--- src/rtl/parking_pkg.sv ---
// rtl/parking_pkg.sv - shared state encoding and field widths for the parking session timer
package parking_pkg;

    typedef enum logic [1:0] {
        ST_IDLE = 2'd0,
        ST_RUN  = 2'd1,
        ST_DONE = 2'd2
    } state_t;

    localparam int SEC_W  = 6;
    localparam int MIN_W  = 6;
    localparam int HOUR_W = 5;

    localparam int DEFAULT_RATE_PER_HOUR = 5;

endpackage

--- src/rtl/tick_edge_detect.sv ---
// rtl/tick_edge_detect.sv - one-cycle pulse on each rising edge of a CLK_IN-synchronous timebase level
module tick_edge_detect (
    input  logic CLK_IN,
    input  logic RST,
    input  logic TIMER_CLK,
    output logic TICK
);

    logic tclk_q;

    always_ff @(posedge CLK_IN) begin
        if (RST) begin
            tclk_q <= 1'b0;
        end else begin
            tclk_q <= TIMER_CLK;
        end
    end

    // tclk_q clears on reset, so a level already high at release ticks once
    assign TICK = TIMER_CLK & ~tclk_q;

endmodule

--- src/rtl/parking_session_timer.sv ---
// rtl/parking_session_timer.sv - hh:mm:ss session timer with fee on exit; PARKING_GRACE_PERIOD_EN zeroes short-session fees
module parking_session_timer
    import parking_pkg::*;
#(
    parameter int SEC_PER_MIN   = 60,
    parameter int MIN_PER_HOUR  = 60,
    parameter int MAX_HOURS     = 23,
    parameter int RATE_PER_HOUR = DEFAULT_RATE_PER_HOUR,
    parameter int FEE_W         = 8,
    parameter int GRACE_MIN     = 10
) (
    input  logic              CLK_IN,
    input  logic              RST,
    input  logic              TIMER_CLK,
    input  logic              START,
    input  logic              STOP,
    input  logic              ACK,
    output logic              RUNNING,
    output logic [SEC_W-1:0]  SECONDS,
    output logic [MIN_W-1:0]  MINUTES,
    output logic [HOUR_W-1:0] HOURS,
    output logic              OVERFLOW,
    output logic [FEE_W-1:0]  FEE,
    output logic              VALID
);

    localparam logic [SEC_W-1:0]  SEC_LAST   = SEC_W'(SEC_PER_MIN - 1);
    localparam logic [MIN_W-1:0]  MIN_LAST   = MIN_W'(MIN_PER_HOUR - 1);
    localparam logic [HOUR_W-1:0] HOUR_LAST  = HOUR_W'(MAX_HOURS);
    localparam logic [MIN_W-1:0]  GRACE_LAST = MIN_W'(GRACE_MIN);
    localparam logic [31:0]       FEE_MAX    = (32'd1 << FEE_W) - 32'd1;
`ifdef PARKING_GRACE_PERIOD_EN
    localparam bit GRACE_ON = 1'b1;
`else
    localparam bit GRACE_ON = 1'b0;
`endif

    state_t             state_q, state_d;
    logic               tick;
    logic [SEC_W-1:0]   sec_q;
    logic [MIN_W-1:0]   min_q;
    logic [HOUR_W-1:0]  hour_q;
    logic               ovf_q;
    logic [FEE_W-1:0]   fee_q;
    logic [FEE_W-1:0]   fee_calc;
    logic [HOUR_W:0]    billable;
    logic [31:0]        product;
    logic               part_hour;
    logic               grace_free;
    logic               at_max;

    tick_edge_detect u_tick (
        .CLK_IN    (CLK_IN),
        .RST       (RST),
        .TIMER_CLK (TIMER_CLK),
        .TICK      (tick)
    );

    always_ff @(posedge CLK_IN) begin
        if (RST) begin
            state_q <= ST_IDLE;
        end else begin
            state_q <= state_d;
        end
    end

    // STOP has priority over START because START is only looked at in IDLE
    always_comb begin
        state_d = state_q;
        case (state_q)
            ST_IDLE: if (START) state_d = ST_RUN;
            ST_RUN:  if (STOP)  state_d = ST_DONE;
            ST_DONE: if (ACK)   state_d = ST_IDLE;
            default: state_d = ST_IDLE;
        endcase
    end

    assign at_max = (hour_q == HOUR_LAST) && (min_q == MIN_LAST) && (sec_q == SEC_LAST);

    always_ff @(posedge CLK_IN) begin
        if (RST) begin
            sec_q  <= '0;
            min_q  <= '0;
            hour_q <= '0;
            ovf_q  <= 1'b0;
            fee_q  <= '0;
        end else begin
            case (state_q)
                ST_IDLE: begin
                    if (START) begin
                        sec_q  <= '0;
                        min_q  <= '0;
                        hour_q <= '0;
                        ovf_q  <= 1'b0;
                    end
                end
                ST_RUN: begin
                    if (STOP) begin
                        fee_q <= fee_calc;
                    end else if (tick) begin
                        if (at_max) begin
                            ovf_q <= 1'b1;
                        end else if (sec_q == SEC_LAST) begin
                            sec_q <= '0;
                            if (min_q == MIN_LAST) begin
                                min_q  <= '0;
                                hour_q <= hour_q + 1'b1;
                            end else begin
                                min_q <= min_q + 1'b1;
                            end
                        end else begin
                            sec_q <= sec_q + 1'b1;
                        end
                    end
                end
                default: ;
            endcase
        end
    end

    // Any started hour bills in full; an empty session still bills one hour
    always_comb begin
        part_hour  = (min_q != '0) || (sec_q != '0);
        billable   = {1'b0, hour_q} + {{HOUR_W{1'b0}}, part_hour};
        if (billable == '0) begin
            billable = {{HOUR_W{1'b0}}, 1'b1};
        end
        product    = 32'(billable) * 32'(RATE_PER_HOUR);
        fee_calc   = (product > FEE_MAX) ? '1 : product[FEE_W-1:0];
        grace_free = (hour_q == '0) &&
                     ((min_q < GRACE_LAST) || ((min_q == GRACE_LAST) && (sec_q == '0)));
        if (GRACE_ON && grace_free) begin
            fee_calc = '0;
        end
    end

    assign RUNNING  = (state_q == ST_RUN);
    assign VALID    = (state_q == ST_DONE);
    assign SECONDS  = sec_q;
    assign MINUTES  = min_q;
    assign HOURS    = hour_q;
    assign OVERFLOW = ovf_q;
    assign FEE      = fee_q;

endmodule

--- config.mk ---
export PLATFORM = sky130hd
export DESIGN_NAME = parking_session_timer
export DESIGN_NICKNAME = d
export VERILOG_FILES = /design/src/rtl/parking_pkg.sv /design/src/rtl/tick_edge_detect.sv /design/src/rtl/parking_session_timer.sv
export SDC_FILE = /design/constraint.sdc
export NUM_CORES = 1
export LEC_CHECK = 0
export BUFFER_PORTS_ARGS = -buffer_cell sky130_fd_sc_hd__buf_4
export CELL_PAD_IN_SITES_DETAIL_PLACEMENT = 0
export CELL_PAD_IN_SITES_GLOBAL_PLACEMENT = 1
export CORE_ASPECT_RATIO = 0.9
export CORE_MARGIN = 2
export CORE_UTILIZATION = 40
export DETAILED_ROUTE_END_ITERATION = 8
export PLACE_DENSITY_LB_ADDON = 0.1
export SETUP_SLACK_MARGIN = 0.15
export SLEW_MARGIN = 10
export SYNTH_ARGS = -nofsm -noshare
export SYNTH_HDL_FRONTEND = slang
export SYNTH_HIERARCHICAL = 1
export SYNTH_SLANG_ARGS = --single-unit
--- constraint.sdc ---
create_clock -name CLK_IN -period 5.9 [get_ports CLK_IN]
set_input_delay 1.18 -clock CLK_IN [delete_from_list [all_inputs] [get_ports CLK_IN]]
set_output_delay 1.18 -clock CLK_IN [all_outputs]
set_load 0.1 [all_outputs]
After elaboration in Yosys (flattened, before gate mapping)
Index checks and enable logic that the tools add are counted.
Storage, ports and cells
  bits in registers: 29
  input bits: 6
  logic and storage cells: 73
Operators by class
  add/subtract/negate cells: 4
  multipliers: 1
  magnitude comparators: 1
  equality and inequality tests: 14
  mux-type cells: 30
  bitwise operators: 2
  reduce and logical (&&, ||, !) cells: 14
Operators by type and width (count)
  $mux W6: 11
  $mux W5: 6
  $pmux W6 S2: 2
  $add A6 B1 Y6 const B: 2
  $eq A6 B6 Y1 const B: 2
  $reduce_bool A6 Y1: 2
  $ne A2 B2 Y1 const B: 5
  $pmux W5 S2: 1
  $reduce_and A5 Y1: 2
  $gt A9 B8 Y1 const B: 1
  $mul A6 B3 Y9 const B: 1
  $mux W8: 1
  $ne A2 B1 Y1 const B: 4
  $reduce_and A7 Y1: 1
  $add A5 B1 Y6: 1
  $logic_not A6 Y1: 1
  $mux W2: 3
  $pmux W2 S3: 1
  $reduce_and A6 Y1: 1
  $add A5 B1 Y5 const B: 1
  $eq A5 B5 Y1 const B: 1
  $mux W1: 4
  $reduce_and A3 Y1: 1
  $eq A2 B1 Y1 const B: 1
  other kinds (9): 10

Logic depth before layout (Yosys ltp)
Gate-level depths: netlist of the first run.
  word-level depth: 8
  mapped depth: 17

Hierarchy
The synthesis of the first run kept the hierarchy.
Modules (own cells, without submodules)
  parking_session_timer: instances 1, cells an instance 199, area each 1656.6 µm²
  tick_edge_detect: instances 1, cells an instance 3, area each 47.5 µm²

Least setup slack after synthesis of the first run
Ideal clock, no wire load.
  path kind: reg-to-reg
  start: register min_q[0] (netlist: MINUTES[0])
  end: register fee_q[0] (netlist: FEE[0])
  library setup time: 140 ps
  data arrival time: 3686 ps
  data required time: 5760 ps
  slack: 2074 ps
  cell stages (with the launch flop): 16
  path buffers: 0
  clock period less this slack: 3826 ps
  cells stage by stage: dfxtp_1 inv_1 ha_1 nand4_1 ha_1 ha_1 nand3_1 xor2_1 inv_1 ha_1 ha_1 a21oi_1 o21ai_0 a21o_1 a21oi_1 a211oi_1
On the way
  cells in the longest elaborated chain, start to end: 8
Ends and longest elaborated chain
  from (decl): RTL line parking_session_timer.sv:41  | logic [MIN_W-1:0] min_q;
  from (signal assigned): RTL line parking_session_timer.sv:109  | min_q <= min_q + 1'b1;
  $reduce_bool A6 Y1 (*): RTL line parking_session_timer.sv:123  | part_hour = (min_q != '0) || (sec_q != '0);
  $logic_or A1 B1 Y1 (*): RTL line parking_session_timer.sv:123
  $add A5 B1 Y6 (*): RTL line parking_session_timer.sv:124  | billable = {1'b0, hour_q} + {{HOUR_W{1'b0}}, part_hour};
  $logic_not A6 Y1: RTL line parking_session_timer.sv:125  | if (billable == '0) begin
  $mux W6 (*): RTL line parking_session_timer.sv:125
  $mul A6 B3 Y9 (*): RTL line parking_session_timer.sv:128  | product = 32'(billable) * 32'(RATE_PER_HOUR);
  $gt A9 B8 Y1: RTL line parking_session_timer.sv:129  | fee_calc = (product > FEE_MAX) ? '1 : product[FEE_W-1:0];
  $mux W8 (*): RTL line parking_session_timer.sv:129
  to (signal assigned): RTL line parking_session_timer.sv:99  | fee_q <= fee_calc;
  to (decl): RTL line parking_session_timer.sv:44  | logic [FEE_W-1:0] fee_q;
Every way passes the cells marked *; elsewhere a longest branch is shown, timed or not.
A chain may end at the register's enable or synchronous reset.

Final worst setup path of the first run
  start: register min_q[2] (netlist: MINUTES[2])
  end: register fee_q[1] (netlist: FEE[1])
The elaborated chain is that of the path after synthesis.

==> qor.yml, run 1 <==
cts_tree: "yes"
synth-xor-area-share: 0.05140
ys.flop_type: "dfxtp_1"
worstMarginPinSlew_ns: 0.7198
cp_common_cell: "ha_1"
ir_drop_mv: 0.1198
worstHoldPathType: "flop to flop"
drive_gt1_frac: 0.2161
synth_seq_cells: 29
wl_per_cell_um: 13.89
clock_latency_ns: 0.28
track_usage: 0.1845
syn_to_final_growth_pct: 21.73
worstPathArrival_ns: 3.72
synth_compound_area_frac: 0.1755
drtIter0Drc: 30
numCtsBuffers: 5
antenna_found_initial: 0
port_buffers: 33
slew_headroom: 0.5138
synth_area_mm2: 0.001704
p_per_area_mw_per_mm2: 225.0
synth_edf_count: 0
cts_root_buf: "clkbuf_8"
synth_warnings: 6
skew_ns: 0.005645
clockBufferDepth: 2
regArea_um2: 580.6
gp_congestion: 0.7922
cts.repair.resized: 0
rsz0062_at_grt: "no"
die_h_um: 65.92
crit_required_ns: 6.03
grt_pass1_vias: 1520
cts_sinks: 29
grt_max_degree: 30
path_cells: "nor4_1 > nand4_1 > ha_1 > ha_1 > nand3_1 > xor2_1 > inv_1 > ha_1 > ha_1 > a21oi_1 > o21ai_0 > a21o_1 > a21oi_1 > a211oi_1"
hold-path-endpoint: "OVERFLOW$_SDFFE_PP0P_"
die_x_um: 72.80
critical_path.max_stage_delay_ns: 0.48
ioPinCount: 34
post-route-min-period_ns: 3.591
dr_total_vias: 1534
cp_slowest_cell: "a21oi_1"
synthCells: 202
path_class: "flop to flop"
diodes: 0
hold_ws_ns: 0.4806
totalPowerFinal_uw: 466.7
synth_area_per_cell_um2: 8.436
endpoint_kind: "flop"
fin_crit_sh: 0.6086
min_path_cells: 2
final_cells: 284
startpoint_type: "flop"
rr_endpoint: "FEE[1]$_SDFFE_PP0P_"
clkTransAtPathRegs_ns: 0.06
muxShareOfSynthArea: 0.01762
coreArea_mm2: 0.004074
setup_viol: 0
synth_top_family_by_area: "simple AND/OR/NAND/NOR gates"
start_util: 0.4183
dp_hpwl_mm: 3.013
synth_nets: 222
dp_cells: 277
cts_setup_buffers: 0
slew_violations: 0
synthSimpleGateAreaFrac: 0.2474
reg2reg_from: "MINUTES[2]$_SDFFE_PP0P_"
fmax_mhz: 278.5
drv_cap: 0
path_max_fanout: 8
path_buf_inv: 1
run_status: "complete, no violations"
finish.net_count: 256
timing.setup.tns_ns: 0
ctsHoldBuffers: 0
ant_nets: 0
min-delay-start: "OVERFLOW$_SDFFE_PP0P_"
vias_per_cell: 5.401
async_flop_share: 0
p_leak_nw: 0.8770
crit_family: "compound AO/OA/AOI/OAI gates"
grt_overflow: 0
cts_max_level: 2
fillers: 425
synthAdderAreaFrac: 0.1072
hold_violations: 0
seq_area_frac_synth: 0.3407
dieArea_mm2: 0.004799
multi_input_area_mm2: 0.001025
r2r_setup_slack_ns: 2.31
drc_errors: 0
row_count: 22
firstDrtPassIters: 4
grt_pass1_wl_mm: 6.796
netlist-cell-type-count: 42
ff2ff_path_depth: 14
wl_mm: 3.945
-- sequential cells by signal, summed over array words and instances, names as in the netlist --
register and count:
state_q 2, FEE 8, OVERFLOW 1, MINUTES 6
u_tick/tclk_q 1, HOURS 5, SECONDS 6
-- cells in the mapped netlist, types with 4 or more instances --
library cell / instances / area, um2
ha_1: 13 / 162.7
nand2b_1: 7 / 43.79
inv_1: 19 / 71.32
dfxtp_1: 29 / 580.6
o21ai_0: 9 / 45.04
xor2_1: 6 / 52.55
nand4_1: 5 / 31.28
a211oi_1: 12 / 90.09
xnor2_1: 4 / 35.03
nor2_1: 16 / 60.06
a21oi_1: 12 / 60.06
nand2_1: 8 / 30.03
nand3_1: 5 / 25.02
nor3_1: 9 / 45.04
clkbuf_1: 5 / 18.77
-- per-layer routing --
metal,GRT usage,wire [um],share of wire
met1,0.2159,1835,0.47
met2,0.3193,1895,0.48
met5,0,0,0
met3,0.04573,147,0.037
met4,0.07639,66,0.017
-- how the worst max path moves through the flow --
stage,start,endpoint,depth (start not counted)
global route,MINUTES[2]$_SDFFE_PP0P_,FEE[4]$_SDFFE_PP0P_,15
detailed placement,MINUTES[2]$_SDFFE_PP0P_,FEE[2]$_SDFFE_PP0P_,14
global placement,MINUTES[2]$_SDFFE_PP0P_,FEE[0]$_SDFFE_PP0P_,14
CTS,MINUTES[2]$_SDFFE_PP0P_,FEE[2]$_SDFFE_PP0P_,14
finish,MINUTES[2]$_SDFFE_PP0P_,FEE[1]$_SDFFE_PP0P_,14
floorplan,MINUTES[0]$_SDFFE_PP0P_,FEE[0]$_SDFFE_PP0P_,15
-- worst min-delay path: stages, from the launching register on --
cell,delay (ns)
dfxtp_1,0.33
a21oi_1,0.04
nor2_1,0.07
-- cell usage in the layout, fill, tap and decap left out, types with 6 or more instances in the layout --
| master | Yosys | layout |
|---|---|---|
| nor2_1 | 16 | 16 |
| buf_4 | 0 | 33 |
| nor3_1 | 9 | 9 |
| a21oi_1 | 12 | 12 |
| o21ai_0 | 9 | 9 |
| dfxtp_1 | 29 | 29 |
| inv_1 | 19 | 19 |
| nand2b_1 | 7 | 7 |
| clkbuf_8 | 0 | 6 |
| nand2_1 | 8 | 8 |
| xor2_1 | 6 | 6 |
| a211oi_1 | 12 | 12 |
| ha_1 | 13 | 13 |
-- cell type report --
type,count,share of cell area
multi-input combinational,147,0.4940
sequential,29,0.2799
timing repair buffer,33,0.1194
clock buffer,7,0.04162
inverter,20,0.03619
tap,48,0.02895
-- cell families (layout without fill, tap and decap cells) --
family | Yosys count | count (layout)
other cells | 1 | 1
buf+inv | 26 | 60
xor+xnor | 10 | 10
mux | 3 | 3
fa+ha+maj | 14 | 14
compound gates | 45 | 45
flops | 29 | 29
simple gates | 74 | 74
-- power by group --
group | internal (mW) | switching, mW
Clock | 0.0922 | 0.0693
Sequential | 0.202 | 0.00536
Combinational | 0.0242 | 0.0734
Total | 0.319 | 0.148
-- through the flow --
step / util / cell area [um2] / setup slack (ns)
CTS: 0.5092 / 2074 / 2.229
global route: 0.5092 / 2074 / 1.877
floorplan: - / 1704 / 2.074
detailed placement: 0.4880 / 1988 / 2.249
finish: 0.5092 / 2074 / 2.309
global placement: 0.4880 / 1988 / 2.429
No activity file was read; power rests on OpenSTA's default activity.
==> run 2: changes to the inputs <==
ABC_AREA = 1   (was not set)
CORE_UTILIZATION = 36   (was 40)
clock period = 3.3 ns   (was 5.9 ns; I/O delays follow)
==> qor.yml, run 2 <==
cp_common_cell: "ha_4"
rsz0062_at_grt: "no"
drc_errors: 0
synth.most_common_cell: "nand2_1"
seq_area_frac_synth: 0.2931
fillers: 528
dp_hpwl_mm: 3.533
synth_area_per_cell_um2: 7.336
post-route-util: 0.5006
finish.net_count: 334
cts_sinks: 29
setup_slack_ns: 0.3037
yosys.area.top_type: "dfxtp_1"
setup_viol: 0
antenna_found_initial: 0
numCtsBuffers: 5
endpoint_kind: "flop"
drtIter0Drc: 50
vias_per_cell: 4.840
syn_to_final_growth_pct: 33.61
run_status: "complete, no violations"
ioPinCount: 34
post-route-min-period_ns: 2.996
crit_required_ns: 3.47
p_per_area_mw_per_mm2: 391.9
dr_total_vias: 1849
synth_nets: 290
crit_family: "adder cells"
hold-path-endpoint: "SECONDS[4]$_SDFFE_PP0P_"
diodes: 0
synth_warnings: 6
netlist-cell-type-count: 34
min-delay-start: "SECONDS[4]$_SDFFE_PP0P_"
path_max_fanout: 4
clkTransAtPathRegs_ns: 0.07
firstDrtPassIters: 4
skew_ns: 0.01321
place_ws_ns: 0.2350
largest_reg_flops: 8
row_count: 25
slew_violations: 0
synthCells: 270
path_buf_inv: 2
grt_max_degree: 17
die_x_um: 82.19
r2r_setup_slack_ns: 0.30
clock_latency_ns: 0.29
path_cells: "inv_2 > ha_4 > nand2_1 > nor3_2 > nand3_2 > ha_4 > ha_4 > xor2_4 > nor3_2 > nand2_1 > nand2_2 > ha_4 > ha_4 > inv_1 > fa_2 > nor2_2 > a211oi_2 > xnor2_1 > a21oi_1"
hold_violations: 0
die_h_um: 74.37
fmax_mhz: 333.8
worstPathArrival_ns: 3.17
grt_pass1_wl_mm: 8.128
final_common_cell: "nand2_1"
worstMarginPinSlew_ns: 0.5200
min_path_cells: 2
cts_root_buf: "clkbuf_8"
clockBufferDepth: 2
final_cell_mix: "nand2_1, buf_4, nor2_1"
track_usage: 0.1766
gp_congestion: 0.7575
wl_per_cell_um: 13.15
timing.setup.tns_ns: 0
synth_seq_cells: 29
yosys-top-cells-count: "nand2_1, dfxtp_1, inv_1, nor2_1, nand3_1"
start_util: 0.3747
ant_nets: 0
synth_edf_count: 0
dieArea_mm2: 0.006112
critical_path.max_stage_delay_ns: 0.36
ir_drop_mv: 0.2961
cts_tree: "yes"
worstHoldPathType: "flop to flop"
cp_slowest_cell: "dfxtp_4"
rr_endpoint: "FEE[7]$_SDFFE_PP0P_"
drive_gt1_frac: 0.3746
p_leak_nw: 1.077
wl_mm: 5.024
slew_headroom: 0.6529
startpoint_type: "flop"
synth_area_mm2: 0.001981
reg2reg_from: "MINUTES[1]$_SDFFE_PP0P_"
port_buffers: 33
async_flop_share: 0
netlist.area_leader.share: 0.2931
coreArea_mm2: 0.005286
drv_cap: 0
ff2ff_path_depth: 19
grt_overflow: 0
ys.flop_type: "dfxtp_1"
cts_max_level: 2
path_class: "flop to flop"
synthTopCellsByArea: "dfxtp_1, nand2_1, ha_1, inv_1, nor2_1"
grt_pass1_vias: 1648
fin_crit_sh: 0.9080
## run 2: cell types whose count changed after synthesis, moves of 10 or more
cell / change
nand2_1: +42
a211oi_1: -11
nand3_1: +15
inv_1: +10
nor2_1: +13
## run 2: tightest hold or removal path, stage by stage (launching register included)
cell and delay, ns:
dfxtp_2 0.35, nand2_2 0.07, a21oi_2 0.04
## run 2: metal layers
layer  vias to the layer above  part of all wire  GRT usage
met2                        41              0.42     0.2518
met4                         0             0.012    0.05556
li1                        982                 -          -
met5                         -                 0          0
met3                         8             0.039    0.04733
met1                       818              0.53     0.2574
## run 2: logic make-up (layout without fill, tap and decap cells)
logic type | Yosys count | count (layout) | synth area share
other cells | 1 | 1 | 0.001893
simple gates | 137 | 137 | 0.3651
xor+xnor | 11 | 11 | 0.04864
fa+ha+maj | 14 | 14 | 0.09223
compound gates | 38 | 38 | 0.1156
flops | 29 | 29 | 0.2931
buf+inv | 40 | 85 | 0.08339
## run 2: power breakdown
part | switching [mW] | total, mW | leakage (nW) | internal [mW]
Sequential | 0.0166 | 0.385 | 0.244 | 0.368
Combinational | 0.248 | 0.338 | 0.788 | 0.0896
Clock | 0.144 | 0.314 | 0.0455 | 0.170
## run 2: metrics by stage
step | power (mW) | hold WS, ns | instance area (um2) | instances
final | 1.037 | 0.5035 | 2646 | 382
after global routing | 1.090 | 0.5203 | 2646 | 382
after CTS | 1.020 | 0.5020 | 2440 | 374
after detailed placement | 0.7037 | 0.4920 | 2350 | 366
after global placement | 0.7053 | 0.4896 | 2350 | 366
after floorplan | 0.6391 | 0.6005 | 2039 | 270
## run 2: timing repair
item / 4_1_cts / 5_1_grt
setup endpoints to repair: 0 / 6
resized for setup: 0 / 23
hold buffers: 0 / 0
buffers inserted: 0 / 8
## run 2: how the worst max path moves through the flow
stage	end	startpoint	slack (ns)	cells past startpoint
2_1_floorplan	FEE[7]$_SDFFE_PP0P_	MINUTES[0]$_SDFFE_PP0P_	0.18	20
3_3_place_gp	FEE[7]$_SDFFE_PP0P_	SECONDS[0]$_SDFFE_PP0P_	0.20	20
3_5_place_dp	FEE[7]$_SDFFE_PP0P_	SECONDS[0]$_SDFFE_PP0P_	0.23	20
4_1_cts	FEE[7]$_SDFFE_PP0P_	SECONDS[0]$_SDFFE_PP0P_	0.18	20
5_1_grt	FEE[7]$_SDFFE_PP0P_	MINUTES[0]$_SDFFE_PP0P_	0.11	19
6_report	FEE[7]$_SDFFE_PP0P_	MINUTES[1]$_SDFFE_PP0P_	0.30	19
## run 2: layout make-up
class	instances	area (um2)	share of cell area
sequential	29	609.3	0.2303
timing repair buffer	42	315.3	0.1191
tap	67	83.83	0.03168
inverter	35	141.4	0.05343
multi-input combinational	201	1406	0.5314
clock buffer	8	90.09	0.03404
==> run 3: changes to the inputs <==
SYNTH_HIERARCHICAL = not set   (was 1)
TNS_END_PERCENT = 30   (was not set)
==> qor.yml, run 3 <==
run_status: "complete, no violations"
cts_max_level: 2
ant_nets: 0
path_max_fanout: 4
hold_ws_ns: 0.4937
synth_warnings: 0
largest_reg_flops: 8
synth_area_per_cell_um2: 7.204
cp_slowest_cell: "dfxtp_4"
post-route-util: 0.4769
setup_slack_ns: 0.2587
cts_tree: "yes"
worstHoldPathType: "flop to flop"
netlist.area_leader.share: 0.2963
yosys-top-cells-count: "nand2_1, inv_1, dfxtp_1"
reg2reg_from: "MINUTES[1]$_SDFFE_PP0P_"
async_flop_share: 0
yosys.area.top_type: "dfxtp_1"
die_x_um: 81.77
synth_edf_count: 0
clockBufferDepth: 2
clkTransAtPathRegs_ns: 0.07
row_count: 25
drtIter0Drc: 88
sw_frac_of_total: 0.3694
rsz0062_at_grt: "yes"
fin_crit_sh: 0.9216
critical_path_depth: 19
cts_sinks: 29
cp_common_cell: "ha_4"
coreArea_mm2: 0.005255
antenna_found_initial: 0
worstPathArrival_ns: 3.21
synth_nets: 292
post-route-min-period_ns: 3.041
clock_latency_ns: 0.28
combPwrFrac: 0.266
gp_congestion: 0.7781
dieArea_mm2: 0.006050
skew_ns: 0.006053
fmax_mhz: 328.8
grt_pass1_vias: 1713
track_usage: 0.1799
min-delay-start: "SECONDS[4]$_SDFFE_PP0P_"
firstDrtPassIters: 4
r2r_setup_slack_ns: 0.26
numCtsBuffers: 5
endpoint_kind: "flop"
drc_errors: 0
grt_overflow: 0
wl_per_cell_um: 13.78
critical_path.max_stage_delay_ns: 0.36
netlist-cell-type-count: 34
final_common_cell: "nand2_1"
ff2ff_path_depth: 19
crit_required_ns: 3.47
wl_mm: 5.238
drv_cap: 0
port_buffers: 33
path_buf_inv: 2
pwr-share-clk: 0.316
finish.net_count: 332
path_cells: "inv_2 > ha_4 > nand2_2 > nor3_2 > nand4_1 > ha_2 > ha_4 > xor2_4 > nor2_1 > nand3b_1 > nand2_1 > ha_2 > ha_4 > inv_2 > fa_2 > o21ai_2 > a21oi_2 > xnor2_1 > a21oi_1"
die_h_um: 73.99
cts_root_buf: "clkbuf_8"
hold_violations: 0
slew_violations: 0
grt_pass1_wl_mm: 8.300
crit_family: "adder cells"
p_switching_uw: 329.9
ir_drop_mv: 0.1524
startpoint_type: "flop"
ioPinCount: 34
start_util: 0.3729
slew_headroom: 0.6621
seq_area_frac_synth: 0.2963
worstMarginPinSlew_ns: 0.5049
intPower_uw: 563.2
synth_area_mm2: 0.001959
p_leak_nw: 1.078
drive_gt1_frac: 0.3195
sequentialPowerShare: 0.418
syn_to_final_growth_pct: 27.91
final_cell_mix: "nand2_1, buf_4, inv_1"
p_per_area_mw_per_mm2: 356.4
dr_total_vias: 1909
hold-path-endpoint: "SECONDS[4]$_SDFFE_PP0P_"
min_path_cells: 2
synthTopCellsByArea: "dfxtp_1, nand2_1, ha_1, inv_1, nand4_1"
totalPowerFinal_uw: 893.1
grt_max_degree: 19
synthCells: 272
rr_endpoint: "FEE[7]$_SDFFE_PP0P_"
dp_hpwl_mm: 3.591
setup_viol: 0
ys.flop_type: "dfxtp_1"
synth_seq_cells: 29
timing.setup.tns_ns: 0
path_class: "flop to flop"
synth.most_common_cell: "nand2_1"
vias_per_cell: 5.024
diodes: 0
place_ws_ns: 0.1054
==> run 3: cell types whose count changed in the layout (fill, tap and decap cells not counted), moves of 3 or more <==
| cell | before | now |
|---|---|---|
| nand4_1 | 8 | 18 |
| inv_1 | 25 | 30 |
| nand2_2 | 9 | 4 |
| a21oi_1 | 16 | 20 |
| a21oi_2 | 6 | 2 |
| clkinv_1 | 0 | 3 |
| ha_4 | 7 | 4 |
| nor2_2 | 4 | 1 |
==> run 3: kinds of logic after synthesis <==
kind of cell / synth area share
fa+ha+maj: 0.09323
compound gates: 0.1169
buf+inv: 0.1117
other cells: 0.001914
simple gates: 0.3352
flops: 0.2963
xor+xnor: 0.04470
==> run 3: metrics by stage <==
step                      std cells  instance area [um2]
after CTS                       372                 2349
after global placement          363                 2250
final                           380                 2506
after detailed placement        363                 2250
after floorplan                 272                 1994
after global routing            380                 2506
==> run 3: worst max path at each step <==
stage	slack, ns	endpoint	startpoint
6_report	0.26	FEE[7]$_SDFFE_PP0P_	MINUTES[1]$_SDFFE_PP0P_
2_1_floorplan	0.17	FEE[7]$_SDFFE_PP0P_	SECONDS[1]$_SDFFE_PP0P_
3_3_place_gp	0.08	FEE[7]$_SDFFE_PP0P_	MINUTES[0]$_SDFFE_PP0P_
3_5_place_dp	0.11	FEE[7]$_SDFFE_PP0P_	MINUTES[0]$_SDFFE_PP0P_
4_1_cts	0.16	FEE[7]$_SDFFE_PP0P_	MINUTES[0]$_SDFFE_PP0P_
5_1_grt	0.07	FEE[7]$_SDFFE_PP0P_	MINUTES[1]$_SDFFE_PP0P_
==> run 3: cell type report <==
cell class                 count  area (um2)
multi-input combinational    196        1267
sequential                    29       613.1
clock inverter                 3       12.51
fill                         575        2749
tap                           67       83.83
clock buffer                   5       68.82
inverter                      38       145.1
timing repair buffer          42       315.3
==> run 3: worst min-delay path, stage by stage, from the launching register on <==
cell and delay [ns]:
dfxtp_2 0.34, nand2_1 0.06, a21oi_1 0.05
==> run 3: routing by layer <==
layer  vias to the layer above  part of all wire  routed length (um)  global-route usage
li1                        975                 -                   -                   -
met1                       893              0.50                2615              0.2577
met2                        35              0.45                2375              0.2629
met3                         6             0.036                 188             0.04490
met4                         0             0.011                  58             0.06296
met5                         -                 0                   0                   0
==> run 3: power by group through the flow <==
stage | clock, mW | sequential [mW] | combinational (mW)
2_1_floorplan | 0 | 0.463 | 0.0930
3_3_place_gp | 0 | 0.383 | 0.219
3_5_place_dp | 0 | 0.383 | 0.219
4_1_cts | 0.296 | 0.375 | 0.220
5_1_grt | 0.310 | 0.374 | 0.256
6_report | 0.283 | 0.373 | 0.238
==> run 3: timing repair <==
item | CTS | global route
setup endpoints to repair | 1 | 8
hold buffers | 0 | 0
pin swaps | 2 | 12
buffers inserted | 1 | 8
gates resized for setup | 3 | 23
